===== src/rtl/frame_bmp_pkg.sv =====
// Shared definitions for the BMP frame streamer: FSM states, header layout
// and small byte-level helpers.
package frame_bmp_pkg;

  typedef enum logic [2:0] {
    IDLE,
    HDR,
    FETCH,
    EMIT,
    PAD,
    DONE
  } state_t;

  localparam int BMP_HDR_BYTES = 54;

  // Byte offsets of the header fields (file header + BITMAPINFOHEADER)
  localparam logic [5:0] OFS_SIG    = 6'd0;
  localparam logic [5:0] OFS_FSIZE  = 6'd2;
  localparam logic [5:0] OFS_RSVD   = 6'd6;
  localparam logic [5:0] OFS_OFFSET = 6'd10;
  localparam logic [5:0] OFS_DIB    = 6'd14;
  localparam logic [5:0] OFS_WIDTH  = 6'd18;
  localparam logic [5:0] OFS_HEIGHT = 6'd22;
  localparam logic [5:0] OFS_PLANES = 6'd26;
  localparam logic [5:0] OFS_BPP    = 6'd28;
  localparam logic [5:0] OFS_COMP   = 6'd30;
  localparam logic [5:0] OFS_ISIZE  = 6'd34;
  localparam logic [5:0] OFS_XRES   = 6'd38;
  localparam logic [5:0] OFS_YRES   = 6'd42;
  localparam logic [5:0] OFS_CLR    = 6'd46;
  localparam logic [5:0] OFS_IMP    = 6'd50;

  // Zero bytes needed to bring a 24-bit row of w pixels up to a 4-byte multiple
  function automatic int row_pad(input int w);
    return (4 - ((3 * w) % 4)) % 4;
  endfunction

  // Byte idx of a little-endian 32-bit word
  function automatic logic [7:0] le_byte(input logic [31:0] word, input logic [1:0] idx);
    return word[{idx, 3'b000} +: 8];
  endfunction

endpackage


===== src/rtl/bmp_header_rom.sv =====
// Constant 54-byte BMP header lookup; every field is fixed at elaboration.
module bmp_header_rom
  import frame_bmp_pkg::*;
#(
  parameter int WIDTH     = 100,
  parameter int HEIGHT    = 200,
  parameter int BOTTOM_UP = 0
) (
  input  logic [5:0] idx,
  output logic [7:0] hdr_byte
);

  localparam int          ROWB       = 3 * WIDTH + row_pad(WIDTH);
  localparam logic [31:0] IMG_SIZE   = 32'(ROWB * HEIGHT);
  localparam logic [31:0] FILE_SIZE  = 32'(BMP_HDR_BYTES) + IMG_SIZE;
  localparam logic [31:0] HGT_FIELD  = (BOTTOM_UP != 0) ? 32'(HEIGHT) : 32'(-HEIGHT);
  localparam logic [31:0] RES_PPM    = 32'd2835;

  logic [31:0] field;
  logic [5:0]  base;
  logic [1:0]  sub;

  // Select the field covering idx; zero-valued fields fall through to the default
  always_comb begin
    field = 32'd0;
    base  = 6'd0;
    if (idx < OFS_FSIZE) begin
      field = 32'h0000_4D42;
      base  = OFS_SIG;
    end else if (idx < OFS_RSVD) begin
      field = FILE_SIZE;
      base  = OFS_FSIZE;
    end else if (idx < OFS_OFFSET) begin
      field = 32'd0;
      base  = OFS_RSVD;
    end else if (idx < OFS_DIB) begin
      field = 32'(BMP_HDR_BYTES);
      base  = OFS_OFFSET;
    end else if (idx < OFS_WIDTH) begin
      field = 32'd40;
      base  = OFS_DIB;
    end else if (idx < OFS_HEIGHT) begin
      field = 32'(WIDTH);
      base  = OFS_WIDTH;
    end else if (idx < OFS_PLANES) begin
      field = HGT_FIELD;
      base  = OFS_HEIGHT;
    end else if (idx < OFS_BPP) begin
      field = 32'd1;
      base  = OFS_PLANES;
    end else if (idx < OFS_COMP) begin
      field = 32'd24;
      base  = OFS_BPP;
    end else if (idx < OFS_ISIZE) begin
      field = 32'd0;
      base  = OFS_COMP;
    end else if (idx < OFS_XRES) begin
      field = IMG_SIZE;
      base  = OFS_ISIZE;
    end else if (idx < OFS_YRES) begin
      field = RES_PPM;
      base  = OFS_XRES;
    end else if (idx < OFS_CLR) begin
      field = RES_PPM;
      base  = OFS_YRES;
    end else if (idx < OFS_IMP) begin
      field = 32'd0;
      base  = OFS_CLR;
    end else begin
      field = 32'd0;
      base  = OFS_IMP;
    end
    sub      = 2'(idx - base);
    hdr_byte = le_byte(field, sub);
  end

endmodule


===== src/rtl/frame_bmp_streamer.sv =====
// Scans a renderer over a WIDTH x HEIGHT window and streams the result as a
// 24-bit BMP byte stream over a valid/ready interface.
module frame_bmp_streamer
  import frame_bmp_pkg::*;
#(
  parameter int WIDTH      = 100,
  parameter int HEIGHT     = 200,
  parameter int COLOR_BITS = 4,
  parameter int PIPE_LAT   = 1,
  parameter int BOTTOM_UP  = 0,
  parameter int HEADER_EN  = 1
) (
  input  logic                  clk,
  input  logic                  reset,
  input  logic                  start,
  output logic                  busy,
  output logic                  done,
  output logic [9:0]            drawX,
  output logic [9:0]            drawY,
  input  logic [COLOR_BITS-1:0] red,
  input  logic [COLOR_BITS-1:0] green,
  input  logic [COLOR_BITS-1:0] blue,
  output logic [7:0]            m_data,
  output logic                  m_valid,
  input  logic                  m_ready,
  output logic                  m_last
);

  localparam int         PADB    = row_pad(WIDTH);
  localparam logic [9:0] X_LAST  = 10'(WIDTH - 1);
  localparam logic [9:0] Y_FIRST = (BOTTOM_UP != 0) ? 10'(HEIGHT - 1) : 10'd0;
  localparam logic [9:0] Y_END   = (BOTTOM_UP != 0) ? 10'd0 : 10'(HEIGHT - 1);

  state_t      state, state_nxt;
  logic [5:0]  hdr_idx;
  logic [9:0]  x, y;
  logic [3:0]  lat_cnt;
  logic [1:0]  chan;
  logic [1:0]  pad_cnt;
  logic [23:0] pix_hold;
  logic [7:0]  hdr_byte;
  logic [7:0]  emit_byte;
  logic        emitting, xfer;
  logic        x_last, y_last, pad_last, lat_done;

  // MSB-aligned, zero-filled expansion of one renderer channel to 8 bits
  function automatic logic [7:0] expand_chan(input logic [COLOR_BITS-1:0] c);
    logic [7:0] r;
    r = 8'd0;
    r[7 -: COLOR_BITS] = c;
    return r;
  endfunction

  bmp_header_rom #(
    .WIDTH     (WIDTH),
    .HEIGHT    (HEIGHT),
    .BOTTOM_UP (BOTTOM_UP)
  ) u_hdr (
    .idx      (hdr_idx),
    .hdr_byte (hdr_byte)
  );

  assign emitting = (state == HDR) || (state == EMIT) || (state == PAD);
  assign xfer     = emitting && m_ready;
  assign x_last   = (x == X_LAST);
  assign y_last   = (y == Y_END);
  assign pad_last = (pad_cnt == 2'(PADB - 1));
  assign lat_done = (lat_cnt == 4'(PIPE_LAT));
  assign drawX    = x;
  assign drawY    = y;

  // Byte order within a pixel is B, G, R
  always_comb begin
    case (chan)
      2'd0:    emit_byte = pix_hold[7:0];
      2'd1:    emit_byte = pix_hold[15:8];
      default: emit_byte = pix_hold[23:16];
    endcase
  end

  // State register
  always_ff @(posedge clk) begin
    if (!reset) state <= IDLE;
    else        state <= state_nxt;
  end

  // Next-state decode and stream outputs; indices only move on a handshake,
  // so m_data/m_last stay stable while the sink stalls
  always_comb begin
    state_nxt = state;
    busy      = 1'b1;
    done      = 1'b0;
    m_valid   = emitting;
    m_data    = 8'd0;
    m_last    = 1'b0;
    case (state)
      IDLE: begin
        busy = 1'b0;
        if (start) state_nxt = (HEADER_EN != 0) ? HDR : FETCH;
      end
      HDR: begin
        m_data = hdr_byte;
        if (xfer && (hdr_idx == 6'(BMP_HDR_BYTES - 1))) state_nxt = FETCH;
      end
      FETCH: begin
        if (lat_done) state_nxt = EMIT;
      end
      EMIT: begin
        m_data = emit_byte;
        m_last = (chan == 2'd2) && x_last && (PADB == 0) && y_last;
        if (xfer && (chan == 2'd2)) begin
          if (!x_last)      state_nxt = FETCH;
          else if (PADB > 0) state_nxt = PAD;
          else if (y_last)  state_nxt = DONE;
          else              state_nxt = FETCH;
        end
      end
      PAD: begin
        m_data = 8'd0;
        m_last = pad_last && y_last;
        if (xfer && pad_last) state_nxt = y_last ? DONE : FETCH;
      end
      DONE: begin
        busy      = 1'b0;
        done      = 1'b1;
        state_nxt = IDLE;
      end
      default: begin
        busy      = 1'b0;
        state_nxt = IDLE;
      end
    endcase
  end

  // Scan counters: header index, pixel position, settle counter, byte lanes
  always_ff @(posedge clk) begin
    if (!reset) begin
      hdr_idx <= 6'd0;
      x       <= 10'd0;
      y       <= 10'd0;
      lat_cnt <= 4'd0;
      chan    <= 2'd0;
      pad_cnt <= 2'd0;
    end else begin
      case (state)
        IDLE: begin
          if (start) begin
            hdr_idx <= 6'd0;
            x       <= 10'd0;
            y       <= Y_FIRST;
            lat_cnt <= 4'd0;
            chan    <= 2'd0;
            pad_cnt <= 2'd0;
          end
        end
        HDR: begin
          if (xfer) hdr_idx <= hdr_idx + 6'd1;
        end
        FETCH: begin
          if (lat_done) begin
            lat_cnt <= 4'd0;
            chan    <= 2'd0;
          end else begin
            lat_cnt <= lat_cnt + 4'd1;
          end
        end
        EMIT: begin
          if (xfer) begin
            if (chan == 2'd2) begin
              chan <= 2'd0;
              if (!x_last) begin
                x <= x + 10'd1;
              end else if (PADB > 0) begin
                pad_cnt <= 2'd0;
              end else begin
                x <= 10'd0;
                if (!y_last) y <= (BOTTOM_UP != 0) ? y - 10'd1 : y + 10'd1;
              end
            end else begin
              chan <= chan + 2'd1;
            end
          end
        end
        PAD: begin
          if (xfer) begin
            if (pad_last) begin
              pad_cnt <= 2'd0;
              x       <= 10'd0;
              if (!y_last) y <= (BOTTOM_UP != 0) ? y - 10'd1 : y + 10'd1;
            end else begin
              pad_cnt <= pad_cnt + 2'd1;
            end
          end
        end
        default: ;
      endcase
    end
  end

  // Pixel capture on the last settle cycle of FETCH, packed as {R,G,B}
  always_ff @(posedge clk) begin
    if ((state == FETCH) && lat_done)
      pix_hold <= {expand_chan(red), expand_chan(green), expand_chan(blue)};
  end

endmodule


===== config.mk =====
export PLATFORM = sky130hd
export DESIGN_NAME = frame_bmp_streamer
export DESIGN_NICKNAME = d
export VERILOG_FILES = /design/src/rtl/frame_bmp_pkg.sv /design/src/rtl/bmp_header_rom.sv /design/src/rtl/frame_bmp_streamer.sv
export SDC_FILE = /design/constraint.sdc
export NUM_CORES = 1
export LEC_CHECK = 0
export ABC_AREA = 1
export CAP_MARGIN = 20
export CORE_MARGIN = 3
export CORE_UTILIZATION = 55
export CTS_CLUSTER_DIAMETER = 60
export CTS_CLUSTER_SIZE = 12
export DETAILED_ROUTE_END_ITERATION = 16
export PLACE_DENSITY_LB_ADDON = 0.15
export SYNTH_ARGS = -nofsm -noshare
export SYNTH_HDL_FRONTEND = slang
export SYNTH_HIERARCHICAL = 1
export SYNTH_SLANG_ARGS = --single-unit

===== constraint.sdc =====
create_clock -name clk -period 1.9 [get_ports clk]
set_input_delay 0.19 -clock clk [delete_from_list [all_inputs] [get_ports clk]]
set_output_delay 0.19 -clock clk [all_outputs]
set_load 0.01 [all_outputs]

==> results.ini <==
[outcome]
outcome=finished with violations
failing_checks=setup timing

[critical_path]
critPathMaxFanout=7
crit_arrival_ps=1870
setup.worst_path.start_class=register
setup.worst_path.end_class=output port
critPathRequiredTime_ps=1710
timing_worst_setup_path_type=register to output port

[routing]
drc_errors=0
drtAntennaViolNets=0
detailedRoute.firstIterationViolations=194
detail_route.wl_per_cell_um=13.9
post_drt_via_cell_ratio=5.44
via_total_after_detailed_routing=3756
drt-total-wl_mm=9.57
drtPass1Iterations=5

[floorplanning]
placeableCoreArea_mm2=0.00568
core.rowCount=27
die_height_um=83.6
dieWidth_um=83.6
fp.dieArea_mm2=0.00700
io_pins=48
floorplan.initialDensity_pct=58.4

[timing]
timing_max_transition_violations_final=0
worst_hold_slack_ps=440
final_setup_violation_count=8
setup_tns_ps=-676
actual_transition_at_the_worst_max_transition_pin_ps=348
final.min_clock_period_ps=2060
hold_viol_final=0
relSlewSlack_pct=76.8
skew_ps=12.7
post-route-period-util_pct=108
grt_setup_unrepaired=true
clock.fmax_mhz=487
worst_slack_ps=-155

[finish]
commonest_non_fill_non_tap_cells_in_the_layout=123 x sky130_fd_sc_hd__nand2_1, 80 x sky130_fd_sc_hd__nor2_1, 55 x sky130_fd_sc_hd__inv_1
area_growth_pct=39.0
drive_gt1_share_pct=25.2
final_util_pct=81.2
num-fill-cells=402
design_area_mm2=0.00461
layout_commonest_cell=sky130_fd_sc_hd__nand2_1
final_nets=640
diodes=0

[power_and_ir_drop]
seq_pwr_share_pct=34.2
peakVddDrop_uv=564
p_leak_uw=0.00211
clockPowerShare_pct=16.0
internal-power_uw=2230
power_density_mw_per_mm2=847
power_uw=3900
swShare_pct=42.9
gate_power_share_pct=49.8
power.switching_uw=1670

[hold_path]
hold_class=input pin to register

[synthesis]
yosys-top-cells-area=sky130_fd_sc_hd__dfxtp_1 22%, sky130_fd_sc_hd__nand2_1 16%, sky130_fd_sc_hd__edfxtp_1 11%, sky130_fd_sc_hd__nor2_1 11%, sky130_fd_sc_hd__inv_1 6.9%
ys_seq_elements=49
ys_async_sr_fraction_pct=0
synth.yosys.warnings=6
synth.cell_area_mm2=0.00332
syn_area_cell_um2=6.36
synthesis.nets=544
synth_top_flop_cell=sky130_fd_sc_hd__dfxtp_1
synth-edff-count=12
postSynthCellCount=521
synth_largest_type_area_fraction_pct=22.3
synth_top_cell_by_area=sky130_fd_sc_hd__dfxtp_1
post_synth_num_cell_types=40
synth.yosys.seq_area_share_pct=33.2

[global_routing]
antenna_found_initial=0
grt_max_degree=20
grt_use_total_pct=27.5
global_route.overflow_total=0
grt_first_pass_wirelength_mm=16.2
first_global_vias=3639

[cts]
clock_tree.htree_level_count=2
worst_setup_hold_path_clk_slew_ps=90
numCtsBuffers=5
cts_hold_buf=0
cts-root-buf=sky130_fd_sc_hd__clkbuf_8
insertion_delay_ps=310
cts_tree=done
clk_path_buf_depth=2
cts_num_sinks=49

[placed_design]
routability_cong=0.934
dp_hpwl_mm=6.75
dpl-instance-area_mm2=0.00417
port_buffers=47

[run]
cap_viol_max_count=0

[worst max-delay path, stage by stage (launching register included)]
cell	delay, ps
sky130_fd_sc_hd__dfxtp_4	440
sky130_fd_sc_hd__nand2_4	100
sky130_fd_sc_hd__nor2_4	170
sky130_fd_sc_hd__nor2_4	60
sky130_fd_sc_hd__nand2_2	100
sky130_fd_sc_hd__nor2_4	60
sky130_fd_sc_hd__buf_4	130
sky130_fd_sc_hd__o21ai_2	120
sky130_fd_sc_hd__a21oi_2	50
sky130_fd_sc_hd__a22o_1	210
sky130_fd_sc_hd__buf_2	130
[Yosys cell counts (2+ instances only)]
cell type and count:
sky130_fd_sc_hd__nand2_1 138, sky130_fd_sc_hd__nor2_1 93, sky130_fd_sc_hd__inv_1 61, sky130_fd_sc_hd__nand3_1 45, sky130_fd_sc_hd__dfxtp_1 37, sky130_fd_sc_hd__a21oi_1 23
sky130_fd_sc_hd__o21ai_0 23, sky130_fd_sc_hd__edfxtp_1 12, sky130_fd_sc_hd__nand2_2 11, sky130_fd_sc_hd__ha_1 7, sky130_fd_sc_hd__o21ai_1 7, sky130_fd_sc_hd__xor2_1 7
sky130_fd_sc_hd__nand4_1 6, sky130_fd_sc_hd__inv_2 4, sky130_fd_sc_hd__nor3_1 4, sky130_fd_sc_hd__o21bai_1 4, sky130_fd_sc_hd__a22o_1 3, sky130_fd_sc_hd__nand3b_1 3
sky130_fd_sc_hd__nor2_2 3, sky130_fd_sc_hd__nor2_4 3, sky130_fd_sc_hd__buf_4 2, sky130_fd_sc_hd__clkbuf_1 2, sky130_fd_sc_hd__clkinv_1 2, sky130_fd_sc_hd__clkinv_2 2
sky130_fd_sc_hd__nand2_4 2, sky130_fd_sc_hd__nand3_2 2, sky130_fd_sc_hd__nor3_2 2
[worst paths after layout]
kind            endpoint  slack (ps)  startpoint  cells after the start
max            m_data[4]        -160  hdr_idx[3]                     10
min          pix_hold[6]         440     blue[2]                      1
max reg2reg     drawX[6]         140    state[0]                     11
min reg2reg   pad_cnt[1]         480  pad_cnt[1]                      2
[routing by layer]
| layer | up-vias | routed length (um) | track usage, % |
|---|---|---|---|
| li1 | 1871 | - | - |
| met4 | 0 | 127 | 11.1 |
| met5 | - | 0 | 0 |
| met2 | 141 | 4790 | 46.1 |
| met3 | 16 | 540 | 5.53 |
| met1 | 1728 | 4110 | 34.5 |
[cell families after synthesis]
family	after synthesis	share of synthesized area, %
adder cells (fa/ha/maj)	7	2.64
AO/OA/AOI/OAI	67	11.4
XOR/XNOR	8	2.11
buffers and inverters	75	8.83
AND/OR/NAND/NOR	315	41.8
flip-flops	49	33.2
[what timing repair did]
action / 4_1_cts / 5_1_grt
setup buffers: 4 / 2
endpoints found under the setup margin: 11 / 28
resized for setup: 101 / 43
pin swaps: 18 / 11
[flip-flops by register name, indices dropped and copies added, names as in the netlist]
register,flops
pix_hold,12
drawX,10
drawY,10
hdr_idx,6
lat_cnt,4
state,3
chan,2
pad_cnt,2
[through the flow]
step                      worst slack (ps)  instances
final                                 -155        690
after detailed placement              -300        676
after CTS                             -149        688
after global placement                -318        676
after floorplan                        261        521
after global routing                  -252        690
[layout make-up]
| class | count | area, um2 | share of cell area (%) |
|---|---|---|---|
| Clock buffer | 6 | 72.6 | 1.57 |
| Clock inverter | 2 | 13.8 | 0.299 |
| Inverter | 69 | 279 | 6.05 |
| Multi-Input combinational cell | 397 | 2210 | 48.0 |
| Sequential cell | 49 | 1140 | 24.7 |
| Tap cell | 72 | 90.1 | 1.95 |
| Timing Repair Buffer | 95 | 802 | 17.4 |
[power by group through the flow]
stage                     logic [uW]  clock network [uW]  registers [uW]
final                           1940                 626            1330
after global routing            2150                 689            1350
after CTS                       1860                 637            1310
after detailed placement        1850                   0            1310
after global placement          1790                   0            1310
after floorplan                 1080                   0            1350
(Power assumes the default switching activity.)
